[src/rtl/audio_synth_pkg.sv]
// Shared types and constants for the audio synth PWM path and its receive-side demodulator.
package audio_synth_pkg;

    localparam int SAMPLE_W = 8;

    typedef enum logic [1:0] {
        HUNT    = 2'd0,
        ACQUIRE = 2'd1,
        LOCKED  = 2'd2
    } demod_state_t;

endpackage

[src/rtl/pwm_sync_edge.sv]
// Multi-flop synchronizer for an asynchronous PWM input plus rising-edge detect on the
// synchronized level.
module pwm_sync_edge #(
    parameter int SYNC_STAGES = 2
) (
    input  logic clk,
    input  logic n_rst,
    input  logic pwm_i,
    output logic pwm_s_o,
    output logic rise_o
);

    logic [SYNC_STAGES-1:0] sync_q;
    logic                   pwm_prev_q;

    always_ff @(posedge clk or negedge n_rst) begin
        if (!n_rst) begin
            sync_q     <= '0;
            pwm_prev_q <= 1'b0;
        end else begin
            sync_q     <= {sync_q[SYNC_STAGES-2:0], pwm_i};
            pwm_prev_q <= sync_q[SYNC_STAGES-1];
        end
    end

    assign pwm_s_o = sync_q[SYNC_STAGES-1];
    assign rise_o  = pwm_s_o & ~pwm_prev_q;

endmodule

[src/rtl/pwm_sample_demod.sv]
// Recovers one WIDTH-bit sample per 2^WIDTH-cycle PWM frame, aligning frame phase on rising
// edges and reporting lock and phase violations.
module pwm_sample_demod
    import audio_synth_pkg::*;
#(
    parameter int WIDTH       = SAMPLE_W,
    parameter int SYNC_STAGES = 2,
    parameter int LOCK_FRAMES = 2
) (
    input  logic             clk,
    input  logic             n_rst,
    input  logic             pwm_i,
    input  logic             enable_i,
    output logic [WIDTH-1:0] sample_o,
    output logic             sample_valid_o,
    output logic             locked_o,
    output logic             frame_err_o,
    output logic [1:0]       state_o
);

    localparam int                GW         = $clog2(LOCK_FRAMES + 1);
    localparam logic [GW-1:0]     LOCK_LAST  = GW'(LOCK_FRAMES - 1);
    localparam logic [WIDTH-1:0]  FRAME_LAST = '1;

    logic pwm_s;
    logic rise;

    pwm_sync_edge #(
        .SYNC_STAGES(SYNC_STAGES)
    ) u_sync (
        .clk     (clk),
        .n_rst   (n_rst),
        .pwm_i   (pwm_i),
        .pwm_s_o (pwm_s),
        .rise_o  (rise)
    );

    demod_state_t     state_q,      state_d;
    logic [WIDTH-1:0] frame_cnt_q,  frame_cnt_d;
    logic [WIDTH:0]   high_cnt_q,   high_cnt_d;
    logic [GW-1:0]    good_cnt_q,   good_cnt_d;
    logic [WIDTH-1:0] sample_q,     sample_d;
    logic             valid_q,      valid_d;
    logic             locked_q,     locked_d;
    logic             err_q,        err_d;
    logic             err_pend_q,   err_pend_d;

    logic             frame_end;
    logic             mid_rise;
    logic [WIDTH:0]   high_total;

    assign frame_end  = (frame_cnt_q == FRAME_LAST);
    assign mid_rise   = rise && (frame_cnt_q != '0);
    assign high_total = high_cnt_q + {{WIDTH{1'b0}}, pwm_s};

    always_comb begin
        state_d     = state_q;
        frame_cnt_d = frame_cnt_q + WIDTH'(1);
        high_cnt_d  = frame_end ? '0 : high_total;
        good_cnt_d  = good_cnt_q;
        sample_d    = sample_q;
        valid_d     = 1'b0;
        err_d       = err_pend_q;
        err_pend_d  = 1'b0;

        case (state_q)
            HUNT: begin
                frame_cnt_d = '0;
                high_cnt_d  = '0;
                good_cnt_d  = '0;
                if (rise) begin
                    // The edge cycle itself is frame index 0.
                    frame_cnt_d = WIDTH'(1);
                    high_cnt_d  = (WIDTH+1)'(1);
                    state_d     = ACQUIRE;
                end
            end
            ACQUIRE: begin
                if (mid_rise) begin
                    frame_cnt_d = WIDTH'(1);
                    high_cnt_d  = (WIDTH+1)'(1);
                    good_cnt_d  = '0;
                end else if (frame_end) begin
                    if (good_cnt_q == LOCK_LAST) begin
                        state_d = LOCKED;
                    end else begin
                        good_cnt_d = good_cnt_q + GW'(1);
                    end
                end
            end
            LOCKED: begin
                if (frame_end) begin
                    sample_d = high_total[WIDTH] ? '1 : high_total[WIDTH-1:0];
                    valid_d  = 1'b1;
                end
                if (mid_rise) begin
                    frame_cnt_d = WIDTH'(1);
                    high_cnt_d  = (WIDTH+1)'(1);
                    good_cnt_d  = '0;
                    state_d     = ACQUIRE;
                    // A violation on the frame-end cycle is reported one cycle after the sample.
                    if (frame_end) begin
                        err_pend_d = 1'b1;
                    end else begin
                        err_d = 1'b1;
                    end
                end
            end
            default: begin
                state_d = HUNT;
            end
        endcase

        if (!enable_i) begin
            state_d     = HUNT;
            frame_cnt_d = '0;
            high_cnt_d  = '0;
            good_cnt_d  = '0;
            sample_d    = sample_q;
            valid_d     = 1'b0;
            err_d       = 1'b0;
            err_pend_d  = 1'b0;
        end

        locked_d = (state_d == LOCKED);
    end

    always_ff @(posedge clk or negedge n_rst) begin
        if (!n_rst) begin
            state_q     <= HUNT;
            frame_cnt_q <= '0;
            high_cnt_q  <= '0;
            good_cnt_q  <= '0;
            sample_q    <= '0;
            valid_q     <= 1'b0;
            locked_q    <= 1'b0;
            err_q       <= 1'b0;
            err_pend_q  <= 1'b0;
        end else begin
            state_q     <= state_d;
            frame_cnt_q <= frame_cnt_d;
            high_cnt_q  <= high_cnt_d;
            good_cnt_q  <= good_cnt_d;
            sample_q    <= sample_d;
            valid_q     <= valid_d;
            locked_q    <= locked_d;
            err_q       <= err_d;
            err_pend_q  <= err_pend_d;
        end
    end

    assign sample_o       = sample_q;
    assign sample_valid_o = valid_q;
    assign locked_o       = locked_q;
    assign frame_err_o    = err_q;
    assign state_o        = state_q;

endmodule

[config.mk]
export PLATFORM = sky130hd
export DESIGN_NAME = pwm_sample_demod
export DESIGN_NICKNAME = d
export VERILOG_FILES = /design/src/rtl/audio_synth_pkg.sv /design/src/rtl/pwm_sync_edge.sv /design/src/rtl/pwm_sample_demod.sv
export SDC_FILE = /design/constraint.sdc
export NUM_CORES = 1
export LEC_CHECK = 0
export ABC_AREA = 1
export CORE_UTILIZATION = 53
export CTS_BUF_LIST = sky130_fd_sc_hd__clkbuf_2 sky130_fd_sc_hd__clkbuf_4 sky130_fd_sc_hd__clkbuf_8
export CTS_CLUSTER_DIAMETER = 200
export CTS_CLUSTER_SIZE = 40
export DETAILED_ROUTE_END_ITERATION = 12
export PLACE_DENSITY = 0.81
export SLEW_MARGIN = 20
export SYNTH_ARGS = -nofsm -noshare
export SYNTH_HDL_FRONTEND = slang
export SYNTH_SLANG_ARGS = --single-unit
[constraint.sdc]
create_clock -name clk -period 1.55 [get_ports clk]
set_input_delay 0.465 -clock clk [delete_from_list [all_inputs] [get_ports clk]]
set_output_delay 0.465 -clock clk [all_outputs]
set_load 0.02 [all_outputs]
==> impl_metrics.yaml <==
status:
  outcome: "finished with violations"
  violations: "setup timing"
synth:
  ys_warn_count: 0
  ys_seq_area_share_pct: 49.45
  syn_avg_cell_area_um2: 8.974
  syn-num-nets: 216
  synth_seq_cells: 36
  ys_types: 26
  synth_area_mm2: 0.001822
  synthCells: 203
route:
  dr.pass1.iters: 4
  drt_iter0_drc: 86
  vias: 1537
  vias_per_cell: 5.246
  wl_per_cell_um: 14.21
  drc: 0
  ant_nets: 0
  wl_mm: 4.164
grt:
  overflow: 0
  grt_max_degree: 37
  grt_pass1_wl_mm: 6.230
  grt_pass1_vias: 1413
  track_usage_pct: 24.32
  antenna_found_initial: 0
cells_and_area:
  nNetsFinal: 261
  area_growth_syn_to_layout_pct: 35.92
  design_area_mm2: 0.002476
  diodes: 0
  layout_common_cells: "35 x dfrtp_1, 28 x nand2_1, 26 x inv_1"
  fill_cells: 194
  layout_commonest_cell: "dfrtp_1"
  drive_gt1_share_pct: 35.34
die:
  fp.dieH_um: 60.63
  ios: 17
  start_util_pct: 57.78
  fp.dieArea_mm2: 0.003676
  coreArea_mm2: 0.003153
  placementRows: 20
  die_w_um: 60.63
setup_path:
  crit_family: "simple AND/OR/NAND/NOR gates"
  critPathMaxFanout: 8
  critPathSlowestCell: "dfrtp_1"
  end_kind: "flop"
  path_class: "reg2reg"
  crit_top_cell: "nand2_1"
  critPathLaunchType: "flop"
  slowest_delay_ns: 0.44
  critPathRequiredTime_ns: 1.84
  path_cells: "inv_1 -> ha_2 -> nand2_1 -> nor2_1 -> nand2_2 -> nand2_4 -> buf_4 -> nand2_1 -> nor3_1 -> nand2_1 -> nand2_1"
  crit_arrival_ns: 1.90
  crit_buf_inv: 2
power_and_ir_drop:
  p_sw_mw: 0.4409
  leakage_nw: 1.235
  power.internal_mw: 1.386
  seqPwrFrac_pct: 53.1
  switching_share_pct: 24.14
  power_frac_comb_pct: 10.3
  p_clk_share_pct: 36.6
  total_power_mw: 1.827
  peakVddDrop_mv: 0.8090
  p_per_area_mw_per_mm2: 737.8
timing:
  finalCritPeriodShare_pct: 103.4
  worst_pin_slew_ns: 0.3239
  max-slew-margin-rel_pct: 78.37
  finalSetupViolCount: 15
  max_freq_mhz: 623.9
  hold_violations: 0
  period_minus_slack_ns: 1.603
  slew_violations: 0
  finClkSkew_ns: 0.005095
  setup_ws_ns: -0.05281
  tns_ns: -0.3889
  rsz0062_at_grt: "yes"
cts:
  clkLatencyLatePin_ns: 0.35
  cts_buffer_depth: 2
  cts_hold_repair.buffers: 0
  clkTransAtPathRegs_ns: 0.10
  tritoncts: "done"
  clock_sinks: 36
  clockRootBuffer: "clkbuf_4"
  htreeDepth: 2
  numCtsBuffers: 5
min_path:
  hold_path.class: "reg2reg"
placed_design:
  portBuffers: 16
  hpwlAfterDp_mm: 2.602
  dpl_cell_area_mm2: 0.002172
  gp_congestion: 0.8782
job:
  cap_viol_max_count: 0
==> layer usage <==
layer / vias up / wire [um] / share of wire (%) / GRT usage (%)
met5: - / 0 / 0 / 0
met2: 36 / 2142 / 51 / 37.36
met1: 757 / 1771 / 43 / 32.26
met4: 0 / 68 / 1.6 / 9.416
li1: 736 / - / - / -
met3: 8 / 182 / 4.4 / 7.889
==> power groups by stage <==
stage / Combinational (mW) / Sequential, mW / Clock [mW]
final: 0.188 / 0.970 / 0.668
after global routing: 0.207 / 0.973 / 0.722
after CTS: 0.165 / 0.968 / 0.684
after detailed placement: 0.157 / 0.984 / 0
after global placement: 0.154 / 0.983 / 0
after floorplan: 0.0766 / 0.989 / 0
==> registers in the layout, summed over array words and instances (netlist names) <==
name / flops
state_o: 2
err_pend_q: 1
locked_o: 1
sample_valid_o: 1
sample_o: 8
u_sync.pwm_prev_q: 1
u_sync.sync_q: 2
high_cnt_q: 9
good_cnt_q: 2
frame_cnt_q: 8
frame_err_o: 1
==> final timing paths <==
check,startpoint,slack [ns],endpoint,cells after the start
setup / recovery,frame_cnt_q[1],-0.05,good_cnt_q[0],11
hold / removal,u_sync.sync_q[0],0.36,u_sync.sync_q[1],0
setup reg to reg,frame_cnt_q[1],-0.05,good_cnt_q[0],11
hold reg to reg,u_sync.sync_q[0],0.36,u_sync.sync_q[1],0
max in group asynchronous,n_rst,0.89,good_cnt_q[1],2
min in group asynchronous,n_rst,0.47,locked_o,2
==> what timing repair did <==
item                                   in CTS  in global routing
endpoints found under the hold margin       0                  0
resized for setup                          37                 50
pin swaps                                   9                 15
setup endpoints to repair                  32                 40
buffers inserted                            5                  2
==> cells in the mapped netlist <==
library cell  number  area, um^2
a21oi_1            6       30.03
nor3_1             3       15.01
inv_1             29       108.9
a2bb2oi_1          3       26.28
nand2_1           31       116.4
xor2_1             8       70.07
o21ai_1            1       5.000
clkinv_1           1       3.750
nand4_1            1       6.260
nor3b_1            3       22.52
o21a_1             6       45.04
dfrtp_1           36       900.9
nor2_2             1       6.260
nor2_1            27       101.4
xor2_4             1       27.53
nand3_2            1       10.01
xnor2_1            1       8.760
o21ai_0            6       30.03
nand2_2            4       25.02
nand2_4            1       11.26
ha_1               9       112.6
nor3_4             1       16.27
buf_2              1       5.000
nand3_1           20       100.1
nor4_1             1       6.260
nor2_4             1       11.26
==> final cells by class <==
type	count	area [um^2]	area share (%)
Multi-Input combinational cell	136	1010	40.78
Sequential cell	36	902.1	36.43
Timing Repair Buffer	39	312.8	12.63
Inverter	30	116.4	4.699
Tap cell	44	55.05	2.223
Clock buffer	6	45.04	1.819
Clock inverter	2	35.03	1.415
==> stage by stage <==
stage,hold WS [ns],setup slack [ns],utilization (%),instances
final,0.3606,-0.05281,78.53,293
after detailed placement,0.3387,-0.2681,68.89,278
after CTS,0.3633,-0.01644,74.40,291
after global placement,0.3364,-0.2355,68.89,278
after global routing,0.3770,-0.2063,78.53,293
after floorplan,0.1694,0.002193,-,203
==> kinds of logic (layout without fill, tap and decap cells) <==
| kind of cell | count (synthesis) | after routing | share of synthesized area (%) |
|---|---|---|---|
| adders and majority gates | 9 | 9 | 6.181 |
| AOI/OAI and AO/OA | 22 | 22 | 7.486 |
| DFF | 36 | 36 | 49.45 |
| buffers and inverters | 31 | 77 | 6.455 |
| xor gates and xnor gates | 10 | 10 | 5.838 |
| and+or+nand+nor | 95 | 95 | 24.59 |
Power figures use the tool's default switching activity.
